<file path="src/rtl/pipe_stage_pkg.sv">
// Shared widths and helpers for the elastic pipeline stage register.
package pipe_stage_pkg;

  localparam int STATS_W = 32;

  function automatic int ptr_w(input int depth);
    return (depth > 1) ? $clog2(depth) : 1;
  endfunction

  function automatic int cnt_w(input int depth);
    return $clog2(depth + 1);
  endfunction

  // Saturating increment for the occupancy statistics counters.
  function automatic logic [STATS_W-1:0] sat_inc(input logic [STATS_W-1:0] v);
    return (v == {STATS_W{1'b1}}) ? v : v + STATS_W'(1'b1);
  endfunction

endpackage

</file>
<file path="src/rtl/pipe_stage_ptr.sv">
// Modulo-DEPTH pointer register; wraps from DEPTH-1 to 0 for any DEPTH >= 1.
module pipe_stage_ptr
  import pipe_stage_pkg::*;
#(
  parameter int DEPTH = 2,
  localparam int PTR_W = ptr_w(DEPTH)
) (
  input  logic             CLK,
  input  logic             RST,
  input  logic             clr,
  input  logic             inc,
  output logic [PTR_W-1:0] ptr
);

  logic [PTR_W-1:0] ptr_nxt_s;

  // Next-pointer selection with explicit wrap at the last entry.
  always_comb begin
    ptr_nxt_s = ptr;
    if (clr) begin
      ptr_nxt_s = {PTR_W{1'b0}};
    end else if (inc) begin
      if (ptr == PTR_W'(DEPTH - 1)) begin
        ptr_nxt_s = {PTR_W{1'b0}};
      end else begin
        ptr_nxt_s = ptr + PTR_W'(1'b1);
      end
    end else begin
      ptr_nxt_s = ptr;
    end
  end

  // Pointer state register.
  always_ff @(posedge CLK) begin
    if (RST) begin
      ptr <= {PTR_W{1'b0}};
    end else begin
      ptr <= ptr_nxt_s;
    end
  end

endmodule

</file>
<file path="src/rtl/pipe_stage_elastic.sv">
// Elastic DEPTH-entry pipeline stage with valid/ready handshake and flush.
// Optional stall/bubble statistics are enabled by defining PIPE_STAGE_STATS_EN.
module pipe_stage_elastic
  import pipe_stage_pkg::*;
#(
  parameter int DATA_W = 32,
  parameter int DEPTH  = 2,
  localparam int CNT_W = cnt_w(DEPTH),
  localparam int PTR_W = ptr_w(DEPTH)
) (
  input  logic              CLK,
  input  logic              RST,
  input  logic              in_valid,
  output logic              in_ready,
  input  logic [DATA_W-1:0] in_data,
  output logic              out_valid,
  input  logic              out_ready,
  output logic [DATA_W-1:0] out_data,
  input  logic              flush,
  output logic [CNT_W-1:0]  count
`ifdef PIPE_STAGE_STATS_EN
  ,
  output logic [STATS_W-1:0] stall_cnt,
  output logic [STATS_W-1:0] bubble_cnt
`endif
);

  logic [DATA_W-1:0] mem_r [DEPTH];
  logic [CNT_W-1:0]  count_r;
  logic [CNT_W-1:0]  count_nxt_s;
  logic [PTR_W-1:0]  wr_ptr_s;
  logic [PTR_W-1:0]  rd_ptr_s;
  logic              full_s;
  logic              empty_s;
  logic              push_s;
  logic              pop_s;

  // in_ready depends only on count_r, so out_ready never reaches it combinationally.
  assign full_s    = (count_r == CNT_W'(DEPTH));
  assign empty_s   = (count_r == {CNT_W{1'b0}});
  assign push_s    = in_valid & ~full_s & ~flush;
  assign pop_s     = ~empty_s & out_ready & ~flush;
  assign in_ready  = ~full_s;
  assign out_valid = ~empty_s;
  assign count     = count_r;
  assign out_data  = empty_s ? {DATA_W{1'b0}} : mem_r[rd_ptr_s];

  pipe_stage_ptr #(.DEPTH(DEPTH)) u_wr_ptr (
    .CLK (CLK),
    .RST (RST),
    .clr (flush),
    .inc (push_s),
    .ptr (wr_ptr_s)
  );

  pipe_stage_ptr #(.DEPTH(DEPTH)) u_rd_ptr (
    .CLK (CLK),
    .RST (RST),
    .clr (flush),
    .inc (pop_s),
    .ptr (rd_ptr_s)
  );

  // Occupancy next-state: simultaneous push and pop leave it unchanged.
  always_comb begin
    count_nxt_s = count_r;
    case ({push_s, pop_s})
      2'b10:   count_nxt_s = count_r + CNT_W'(1'b1);
      2'b01:   count_nxt_s = count_r - CNT_W'(1'b1);
      default: count_nxt_s = count_r;
    endcase
  end

  // Occupancy register; reset outranks flush.
  always_ff @(posedge CLK) begin
    if (RST) begin
      count_r <= {CNT_W{1'b0}};
    end else if (flush) begin
      count_r <= {CNT_W{1'b0}};
    end else begin
      count_r <= count_nxt_s;
    end
  end

  // Payload storage is never cleared; out_data is masked while empty.
  always_ff @(posedge CLK) begin
    if (push_s) begin
      mem_r[wr_ptr_s] <= in_data;
    end
  end

`ifdef PIPE_STAGE_STATS_EN
  logic [STATS_W-1:0] stall_r;
  logic [STATS_W-1:0] bubble_r;

  // Saturating stall/bubble counters; cleared by reset only, not by flush.
  always_ff @(posedge CLK) begin
    if (RST) begin
      stall_r  <= {STATS_W{1'b0}};
      bubble_r <= {STATS_W{1'b0}};
    end else begin
      if (out_valid & ~out_ready) begin
        stall_r <= sat_inc(stall_r);
      end
      if (~out_valid & out_ready) begin
        bubble_r <= sat_inc(bubble_r);
      end
    end
  end

  assign stall_cnt  = stall_r;
  assign bubble_cnt = bubble_r;
`endif

endmodule

</file>
<file path="config.mk">
export PLATFORM = sky130hd
export DESIGN_NAME = pipe_stage_elastic
export DESIGN_NICKNAME = d
export VERILOG_FILES = /design/src/rtl/pipe_stage_pkg.sv /design/src/rtl/pipe_stage_ptr.sv /design/src/rtl/pipe_stage_elastic.sv
export SDC_FILE = /design/constraint.sdc
export NUM_CORES = 1
export LEC_CHECK = 0
export BUFFER_PORTS_ARGS = -buffer_cell sky130_fd_sc_hd__buf_4
export CORE_MARGIN = 2
export CORE_UTILIZATION = 50
export CTS_BUF_LIST = sky130_fd_sc_hd__clkbuf_8
export CTS_CLUSTER_DIAMETER = 40
export DETAILED_ROUTE_END_ITERATION = 12
export GPL_ROUTABILITY_DRIVEN = 0
export PLACE_DENSITY = 0.78
export SETUP_SLACK_MARGIN = 0.05
export SLEW_MARGIN = 30
export SYNTH_ARGS = -nofsm -noshare
export SYNTH_HDL_FRONTEND = slang
export SYNTH_SLANG_ARGS = --single-unit
</file>
<file path="constraint.sdc">
create_clock -name CLK -period 3.2 [get_ports CLK]
set_clock_uncertainty 0.2 [all_clocks]
set_input_delay 0.16 -clock CLK [delete_from_list [all_inputs] [get_ports CLK]]
set_output_delay 0.16 -clock CLK [all_outputs]
set_load 0.02 [all_outputs]
</file>
==> metrics <==
CP startpoint kind=register; Final Slew Violations=0; Final Hold Vio Count=0; worst min path class=primary input to register; Max Buffers Root-to-Sink=2; area fraction in compound gates after synthesis=1.04%; final core utilization=75.2%; first-pass GRT wire length=8280 um; LEAKAGE=1.43 nW; Total GRT Usage=19.2%; cell depth of the worst hold path=4; Setup-failing EPs final=0; Placement Cell Area=0.00326 mm2; CTS tree=done; Tcrit/Tclk final=68.7%; Slew headroom=60.4%; Hold Buf Count CTS=36; mux cell area share after synthesis=12.1%; Combinational Power Share=8.6%; Arr. time, crit path=2.01 ns; Non-Filler Instances=353; post-synthesis sequential area ratio=76.7%; Clk pwr share=38.5%; clk slew on worst S/H paths=0.07 ns; area share of xor/xnor cells in the synthesized design=0.997%; routed wire length=5240 um; largest net degree at the start of global routing=33; largest family of logic cells by synthesized area=multiplexers; Worst R2R Start=count[0]; Residual DRC=0; Crit Path Class=register to register; Post-CTS Resized=0; YS warnings=0; routed length per placed instance=14.9 um; max_cap viols=0; DP HPWL=3150 um; DIE AREA=0.00587 mm2; WP data required=3.01 ns; worst reg2reg path depth=4; max frequency=455 MHz; PnR worst setup slack=1.00 ns; vias=1,688; initial core utilization=51.6%; Least-Margin Pin Slew=0.594 ns; DRT Pass-1 Iters=4; Internal=1.54 mW; adder-cell share of the synthesized area=0.475%; VDD IR max=0.349 mV; status=finished clean; Ports=73; worst hold start=out_ready; syn nets=201; grt ovf=0; library cells used by synthesis=18; H-Tree Depth=3; Layout area overhead=45.7%; number of CTS-inserted buffers=9; Tmin final=2.20 ns; # port buffers=72; vias in the first global route=1,773; Synth Area in Simple Gates=6.74%; nets=316; worst skew pair latency=0.33 ns; Switch Pwr=0.394 mW; Avg Cell Area, Syn=16.2 um2; # clock sinks=69; CP max FO=20; CP max stage delay=0.44 ns; initial antenna violation count=0; row count=26; pre-CTS WS=1.05 ns; Sw Share=20.4%; Placed Cells=301; DIE WIDTH=76.6 um; design area=0.00384 mm2; CP Cell Sequence=nand2b_1 > nand3b_1 > nor2_4 > buf_4; layout cells sized above 1=33.6%; Diodes inserted=0; clk root buf=clkbuf_8; Final ANT Viol Nets=0; #FFs+latches synth=69; drt initial violations=87; post-CTS setup buffer count=0; Reg2Reg Setup Slack=1.00 ns; Worst setup EP type=register; Post-Syn Area=0.00264 mm2; Die H=76.6 um; PD cells=503 mW/mm2; r2r endpoint=mem_r[1][27]; crit path max-delay cell type=dfxtp_1; RSZ-0062 raised after global routing=false; Setup TNS=0 ns; core footprint=0.00511 mm2; Synth Instances=163; Via-to-Cell Ratio=4.78; Sequential Power Share=53.0%
## Yosys cell counts (all sizes together)
library cell	instances	area [um2]
inv	2	7.51
nand3b	1	7.51
o21ai	2	10.0
a21oi	2	10.0
nor2	39	146
mux2i	32	320
or2	1	6.26
nand2b	1	6.26
edfxtp	64	1920
ha	1	12.5
a21o	1	7.51
or3	1	6.26
xor2	2	17.5
nand3	1	5.00
buf	7	42.5
dfxtp	5	100
xnor2	1	8.76
## area by class of cell
class | instances | area (um2)
sequential | 69 | 2030
fill | 313 | 1270
timing repair buffer | 111 | 923
multi-input combinational | 85 | 582
clock buffer | 9 | 124
clock inverter | 7 | 90.1
tap | 70 | 87.6
inverter | 2 | 7.51
## worst max-delay path: cells and delay by family (launching register included)
kind / cells / cell delay (ns)
and+or+nand+nor: 3 / 0.86
buffers and inverters: 1 / 0.37
DFF: 1 / 0.44
## routing by layer
metal / share of wire (%) / track usage, % / vias to the layer above
met5: 0 / 0 / -
met4: 0.84 / 7.64 / 0
met3: 4.9 / 7.23 / 4
met2: 56 / 34.4 / 56
met1: 38 / 20.2 / 807
li1: - / - / 821
## state kept, by name, summed over array words and instances (netlist names), named ones only
name	flops
count	2
mem_r	64
u_rd_ptr.ptr	1
u_wr_ptr.ptr	1
## stage by stage
step | hold WS (ns) | power [mW]
global route | 0.0734 | 2.01
global placement | 0.146 | 1.17
detailed placement | 0.148 | 1.17
floorplan | 0.0589 | 1.10
CTS | 0.0453 | 1.95
finish | 0.0653 | 1.93
## kinds of logic (layout without fill, tap and decap cells)
kind of cell	count (synthesis)	after routing
and+or+nand+nor	44	44
buffers and inverters	9	129
muxes	32	32
adders and majority gates	1	1
xor gates and xnor gates	3	3
AOI/OAI and AO/OA	5	5
DFF	69	69
## cells in the final DEF, fill, tap and decap left out, types with 2 or more instances in the layout
master         count
a21oi_1            2
buf_4             75
bufinv_16          2
clkbuf_8           9
clkinv_2           2
dfxtp_1            4
dlygate4sd3_1     36
edfxtp_1          64
inv_1              2
mux2i_1           32
nor2_1            36
nor2_4             2
o21ai_0            2
xor2_1             2
## how the worst max path moves through the flow
stage / from / cells past startpoint / endpoint
after floorplan: count[0] / 3 / mem_r[0][0]
after global placement: count[0] / 4 / mem_r[1][22]
after detailed placement: count[0] / 4 / mem_r[1][27]
after CTS: register / 3 / out_data[30]
after global routing: count[0] / 4 / out_data[0]
final: count[0] / 4 / mem_r[1][27]
## power groups by stage
stage,clock (mW),sequential [mW],combinational [mW]
global route,0.805,1.02,0.178
finish,0.742,1.02,0.165
CTS,0.760,1.02,0.166
floorplan,0,1.04,0.0583
global placement,0,1.04,0.127
detailed placement,0,1.04,0.130
No activity file was read; power rests on OpenSTA's default activity.
